[src/rtl/mac_accumulator.sv]
// Signed fixed-point multiply-accumulate over a burst of N_TERMS pairs.
// Emits one saturated, truncated dot product per burst with a single-cycle out_valid pulse.
module mac_accumulator #(
    parameter int WIDTH   = 32,
    parameter int FRAC    = 16,
    parameter int N_TERMS = 4
) (
    input  logic             clk,
    input  logic             rst,
    input  logic             start,
    input  logic             in_valid,
    output logic             in_ready,
    input  logic [WIDTH-1:0] a,
    input  logic [WIDTH-1:0] b,
    output logic             busy,
    output logic [WIDTH-1:0] out,
    output logic             out_valid
);

    localparam int ACC_W = 2 * WIDTH + 8;
    localparam int CNT_W = $clog2(N_TERMS + 1);

    typedef enum logic [1:0] {
        ST_IDLE  = 2'd0,
        ST_ACC   = 2'd1,
        ST_DRAIN = 2'd2,
        ST_FINAL = 2'd3
    } state_t;

    state_t                    state_q, state_d;
    logic [CNT_W-1:0]          count_q, count_d;
    logic signed [2*WIDTH-1:0] prod_q, prod_d;
    logic                      prod_v_q, prod_v_d;
    logic signed [ACC_W-1:0]   acc_q, acc_d;
    logic [WIDTH-1:0]          out_q, out_d;
    logic                      out_valid_q, out_valid_d;
    logic                      accept_s;

    // Clamp a wide signed value into WIDTH bits; it fits when all bits above the result sign agree.
    function automatic logic [WIDTH-1:0] sat_narrow(input logic signed [ACC_W-1:0] v);
        logic [ACC_W-WIDTH:0] upper;
        upper = v[ACC_W-1:WIDTH-1];
        if ((&upper) || (~|upper)) begin
            return v[WIDTH-1:0];
        end else if (v[ACC_W-1]) begin
            return {1'b1, {(WIDTH-1){1'b0}}};
        end else begin
            return {1'b0, {(WIDTH-1){1'b1}}};
        end
    endfunction

    assign accept_s  = in_valid && (state_q == ST_ACC);
    assign in_ready  = (state_q == ST_ACC);
    assign busy      = (state_q != ST_IDLE);
    assign out       = out_q;
    assign out_valid = out_valid_q;

    // Next-state, product pipeline, accumulator and result logic.
    always_comb begin
        state_d     = state_q;
        count_d     = count_q;
        prod_d      = prod_q;
        prod_v_d    = 1'b0;
        out_d       = out_q;
        out_valid_d = 1'b0;
        if (prod_v_q) begin
            acc_d = acc_q + {{(ACC_W-2*WIDTH){prod_q[2*WIDTH-1]}}, prod_q};
        end else begin
            acc_d = acc_q;
        end

        case (state_q)
            ST_IDLE: begin
                if (start) begin
                    state_d = ST_ACC;
                    count_d = {CNT_W{1'b0}};
                    acc_d   = {ACC_W{1'b0}};
                end else begin
                    state_d = ST_IDLE;
                end
            end
            ST_ACC: begin
                if (accept_s) begin
                    prod_d   = (2*WIDTH)'($signed(a)) * (2*WIDTH)'($signed(b));
                    prod_v_d = 1'b1;
                    count_d  = count_q + {{(CNT_W-1){1'b0}}, 1'b1};
                    if (count_q == CNT_W'(N_TERMS - 1)) begin
                        state_d = ST_DRAIN;
                    end else begin
                        state_d = ST_ACC;
                    end
                end else begin
                    state_d = ST_ACC;
                end
            end
            // The last product lands in acc on this edge.
            ST_DRAIN: begin
                state_d = ST_FINAL;
            end
            ST_FINAL: begin
                out_d       = sat_narrow(acc_q >>> FRAC);
                out_valid_d = 1'b1;
                state_d     = ST_IDLE;
            end
            default: begin
                state_d = ST_IDLE;
            end
        endcase
    end

    // State and datapath registers with synchronous reset.
    always_ff @(posedge clk) begin
        if (rst) begin
            state_q     <= ST_IDLE;
            count_q     <= {CNT_W{1'b0}};
            prod_q      <= {(2*WIDTH){1'b0}};
            prod_v_q    <= 1'b0;
            acc_q       <= {ACC_W{1'b0}};
            out_q       <= {WIDTH{1'b0}};
            out_valid_q <= 1'b0;
        end else begin
            state_q     <= state_d;
            count_q     <= count_d;
            prod_q      <= prod_d;
            prod_v_q    <= prod_v_d;
            acc_q       <= acc_d;
            out_q       <= out_d;
            out_valid_q <= out_valid_d;
        end
    end

endmodule

[config.mk]
export PLATFORM = sky130hd
export DESIGN_NAME = mac_accumulator
export DESIGN_NICKNAME = d
export VERILOG_FILES = /design/src/rtl/mac_accumulator.sv
export SDC_FILE = /design/constraint.sdc
export NUM_CORES = 2
export LEC_CHECK = 0
export BUFFER_PORTS_ARGS = -buffer_cell sky130_fd_sc_hd__buf_2
export CAP_MARGIN = 20
export CORE_MARGIN = 5
export CORE_UTILIZATION = 30
export DETAILED_ROUTE_END_ITERATION = 10
export GPL_TIMING_DRIVEN = 0
export HOLD_SLACK_MARGIN = 0.15
export SYNTH_ARGS = -nofsm -noshare
export SYNTH_HDL_FRONTEND = slang
export SYNTH_SLANG_ARGS = --single-unit
[constraint.sdc]
create_clock -name clk -period 16.15 [get_ports clk]
set_input_delay 4.0375 -clock clk [delete_from_list [all_inputs] [get_ports clk]]
set_output_delay 4.0375 -clock clk [all_outputs]
set_load 0.005 [all_outputs]
# Word level (Yosys, flattened, before mapping)
# Cells that the tools add are included.
word_totals:
  ff_bits: 175
  wordCells: 42
classes:
  eq_ne: 6
  multipliers: 1
  n_reduce_logical: 11
  bitwise: 1
  mux: 14
  add_sub_neg: 2
op_table:
  columns: ["operator", "n"]
  rows:
  - ["2-to-1 mux 72 bit", 3]
  - ["adder 72 bit", 1]
  - ["multiplier 32 x 32 -> 64 bit", 1]
  - ["2-to-1 mux 32 bit", 2]
  - ["AND reduction 25 bit", 1]
  - ["OR reduction 25 bit", 1]
  - ["case mux 2 bit (4 select lines)", 1]
  - ["2-to-1 mux 3 bit", 2]
  - ["case mux 3 bit (2 select lines)", 1]
  - ["== test 2 bit (second input constant)", 2]
  - ["2-to-1 mux 2 bit", 2]
  - ["nonzero test 2 bit", 2]
  - ["adder 3 x 1 -> 3 bit (second input constant)", 1]
  - ["== test 3 x 2 -> 1 bit (second input constant)", 1]
  - ["2-to-1 mux 1 bit", 3]
  - ["AND reduction 3 bit", 1]
  - ["== test 2 x 1 -> 1 bit (second input constant)", 1]
  - ["zero test 2 bit", 1]
  - ["!= test 2 x 1 -> 1 bit (second input constant)", 1]
  - ["!= test 2 bit (second input constant)", 1]
  - ["AND reduction 2 bit", 1]
  - ["OR reduction 2 bit", 1]
  - ["logical AND 1 bit", 1]
  - ["zero test 1 bit", 1]
  - ["other kinds (2)", 2]

# Longest topological paths before layout
depth:
  depth_word: 4
  ltp_mapped: 30
  depth_no_buf: 28

# Worst setup path after synthesis
# OpenSTA, ideal clock, no wires.
synth_timing:
  path_kind: "input -> register"
  from: "input a[31]"
  to: "register prod_q[63]"
  path_stages: 27
  t_required_ps: 16033
  t_arrival_ps: 11517
  setup_ps: 117
  slack_ps: 4516
  cell_sequence: "clkbuf_1 -> nand2_1 -> inv_1 -> fa_1 -> inv_1 -> fa_1 -> inv_1 -> fa_1 -> fa_1 -> inv_1 -> fa_1 -> inv_1 -> fa_1 -> fa_1 -> fa_1 -> ha_1 -> clkbuf_1 -> a21oi_1 -> o21bai_1 -> a21o_1 -> a21o_1 -> a21o_1 -> a21o_1 -> a21o_1 -> o31a_1 -> xnor2_1 -> a22o_1"
synth_between:
  elab_chain_cells: 1
synth_lines:
  columns: ["element", "line", "text"]
  rows:
  - ["from (decl)", "13", "input logic [WIDTH-1:0] a,"]
  - ["multiplier 32 x 32 -> 64 bit", "84", "prod_d = (2*WIDTH)'($signed(a)) * (2*WIDTH)'($signed(b));"]
  - ["to (signal assigned)", "116", "prod_q <= {(2*WIDTH){1'b0}};"]
  - ["to (signal assigned)", "124", "prod_q <= prod_d;"]
  - ["to (decl)", "32", "logic signed [2*WIDTH-1:0] prod_q, prod_d;"]
# Every way passes these cells.
# A chain may end at the register's enable or synchronous reset.

# Worst setup path after layout
layout_timing:
  from: "input b[5]"
  to: "register prod_q[63]"
layout_between:
  elab_chain_cells: 1
layout_lines:
  columns: ["element", "line", "text"]
  rows:
  - ["from (decl)", "14", "input logic [WIDTH-1:0] b,"]
  - ["multiplier 32 x 32 -> 64 bit", "84", null]
# Every way passes these cells.

==> impl_metrics.tcl <==
set metrics [dict create \
    status "finished clean" \
    report.final.slew_viol_count 0 \
    final_area_mm2 0.0505 \
    antenna_left 0 \
    required_ps 16550 \
    ys_ff_latch 175 \
    grt_pass1_vias 39900 \
    avgSynthCellArea_um2 8.93 \
    finalSetupViolCount 0 \
    worstPathArrival_ps 13560 \
    synthMuxAreaShare 0.00900 \
    hold_path.class "reg -> reg" \
    min_period_ps 13160 \
    layout.nets 6767 \
    placement_rows 144 \
    multiInputGateArea_mm2 0.0384 \
    finalClockSkew_ps 10.4 \
    max_freq_ghz 0.0760 \
    cap_violations 0 \
    syn_inst 5233 \
    cts_setup_buffers 0 \
    dieWidth_um 405 \
    syn_area_mm2 0.0467 \
    overflow 0 \
    core_mm2 0.154 \
    cts_max_level 4 \
    hold_viol 0 \
    gp_congestion 0.987 \
    synth_top_family_by_area "adder cells" \
    n_fill_cell 16100 \
    vias 37600 \
    slew_headroom 0.199 \
    critical_path_class "in -> reg" \
    cts_tree "built" \
    antenna_found_initial 29 \
    finalCritPeriodShare 0.815 \
    routed_via_density 5.06 \
    synth-compound-area-share 0.0876 \
    gr-usage-all-layers 0.209 \
    ys_types 75 \
    clkSinkCount 175 \
    cp-end-kind "flop" \
    cts-buffers-inserted 17 \
    setup.worst_path.start "b[5]" \
    ctsResizeCount 0 \
    rsz0062_at_grt "false" \
    grt_pass1_wl_mm 255 \
    drive_above_1_share 0.0311 \
    initial_core_util 0.303 \
    r2r-end "acc_q[56]" \
    dp.final_hpwl_mm 143 \
    clk_path_buf_depth 2 \
    die_area_mm2 0.164 \
    clk_latency_ps 460 \
    port_buffers 101 \
    startpoint_type "input port" \
    fin_tns_setup_ps 0 \
    grt_max_degree 19 \
    num_io_pins 103 \
    avgRoutedWirePerCell_um 22.8 \
    seq_area_frac_synth 0.0750 \
    wl_met2_mm 78.0 \
    yosys.area_share.simple 0.172 \
    r2r_cells 12 \
    synth_edf_count 0 \
    met3_length_mm 15.1 \
    crit_path_max_fanout 14 \
    r2r_slack_ps 12000 \
    final_common_cell "fa_1" \
    routedLengthMet1_mm 66.3 \
    dr.pass1.iters 5 \
    synth_xor_xnor_area_share 0.0197 \
    timing.rr.start "prod_q[0]" \
    worstMarginPinSlew_ps 1200 \
    crit_path_end "prod_q[63]" \
    final_cell_mix "fa_1 (1083), inv_1 (998), nand2_1 (729)" \
    synthesis.nets 6641 \
    synth_fa_ha_area_frac 0.533 \
    die_y_um 405 \
    yosys_warnings 0 \
    cts_hold_buf 0 \
    clock-root-buffer "clkbuf_16" \
    synthFlopType "dfxtp_1" \
    seq_area_mm2 0.00350 \
    async_flop_share 0 \
    syn_to_final_growth_pct 8.16 \
    finalWirelength_mm 170 \
    place_area_mm2 0.0498 \
    drtIter0Drc 3013 \
    top_layer_used "met5" \
    clkTransAtPathRegs_ps 70 \
    drc 0 \
]
-- Yosys cell counts, types with 6 or more instances --
master | number | share of area
a2111oi_0 | 6 | 0.0011
a211o_1 | 8 | 0.0015
a211oi_1 | 23 | 0.0037
a21o_1 | 71 | 0.011
a21oi_1 | 255 | 0.027
a311o_1 | 6 | 0.0013
a31oi_1 | 12 | 0.0016
and2_1 | 521 | 0.070
and3_1 | 14 | 0.0019
clkbuf_1 | 283 | 0.023
dfxtp_1 | 175 | 0.075
fa_1 | 1083 | 0.46
ha_1 | 257 | 0.069
inv_1 | 998 | 0.080
mux2i_1 | 42 | 0.0090
nand2_1 | 729 | 0.059
nand2b_1 | 19 | 0.0025
nand3_1 | 45 | 0.0048
nand3b_1 | 17 | 0.0027
nand4_1 | 43 | 0.0058
nor2_1 | 145 | 0.012
nor2b_1 | 11 | 0.0015
nor3_1 | 48 | 0.0051
nor4_1 | 12 | 0.0016
o211ai_1 | 49 | 0.0079
o21a_1 | 23 | 0.0037
o21ai_0 | 74 | 0.0079
o21ai_1 | 11 | 0.0012
o21bai_1 | 36 | 0.0058
o22ai_1 | 8 | 0.0011
or3_1 | 11 | 0.0015
xnor2_1 | 73 | 0.014
xor2_1 | 32 | 0.0060
-- metal layers --
metal | track usage | up-vias
met2 | 0.340 | 1741
met3 | 0.0462 | 394
met1 | 0.263 | 19200
met4 | 0.103 | 12
li1 | - | 16300
met5 | 0 | -
-- state kept, by name (all words and copies together), names as in the netlist, named ones only --
| signal | cells |
|---|---|
| acc_q | 72 |
| count_q | 3 |
| out | 32 |
| out_valid | 1 |
| prod_q | 64 |
| prod_v_q | 1 |
| state_q | 1 |
-- worst min-delay path by stage --
stage	slack, ps	from	cells after the start	end
after CTS	450	out[3]	2	out[3]
after global placement	440	out[12]	2	out[12]
after global routing	470	out[30]	2	out[30]
after detailed placement	440	out[3]	2	out[3]
after floorplan	430	prod_q[57]	2	prod_q[57]
final	450	out[3]	2	out[3]
-- layout make-up --
class,instances,share of cell area
tap,2044,0.0506
antenna,16,0.000792
inverter,998,0.0741
clock buffer,18,0.00849
multi-input combinational,3767,0.759
sequential,175,0.0693
buffer,293,0.0219
clock inverter,14,0.00332
timing repair buffer,107,0.0122
-- cells by family (layout without fill, tap and decap cells) --
family	count (synthesis)	in the layout
other cells	0	16
fa+ha+maj	1340	1340
xor+xnor	105	105
mux	42	42
buf+inv	1291	1430
simple gates	1641	1641
compound gates	639	639
flops	175	175
-- metrics by stage --
stage               hold WS [ps]  worst slack (ps)   util  cells
global placement             442              2650  0.322   7378
global route                 474              2550  0.327   7416
finish                       448              2990  0.327   7432
floorplan                    426              4520      -   5233
CTS                          452              3020  0.327   7412
detailed placement           442              2550  0.323   7380
-- critical path, cell delays in order --
cell and delay, ps:
buf_2 160, clkbuf_1 730, nand2_1 280, inv_1 160
fa_1 450, inv_1 230, fa_1 460, inv_1 240
fa_1 510, fa_1 1190, inv_1 380, fa_1 580
inv_1 50, fa_1 560, fa_1 500, fa_1 510
ha_1 280, clkbuf_1 230, a21oi_1 260, o21bai_1 80
a21o_1 200, a21o_1 180, a21o_1 170, a21o_1 170
a21o_1 220, o31a_1 310, xnor2_1 270, a22o_1 170
Power is not shown: default switching activity piles up to over one toggle a cycle in this logic, so the estimate is an artifact.
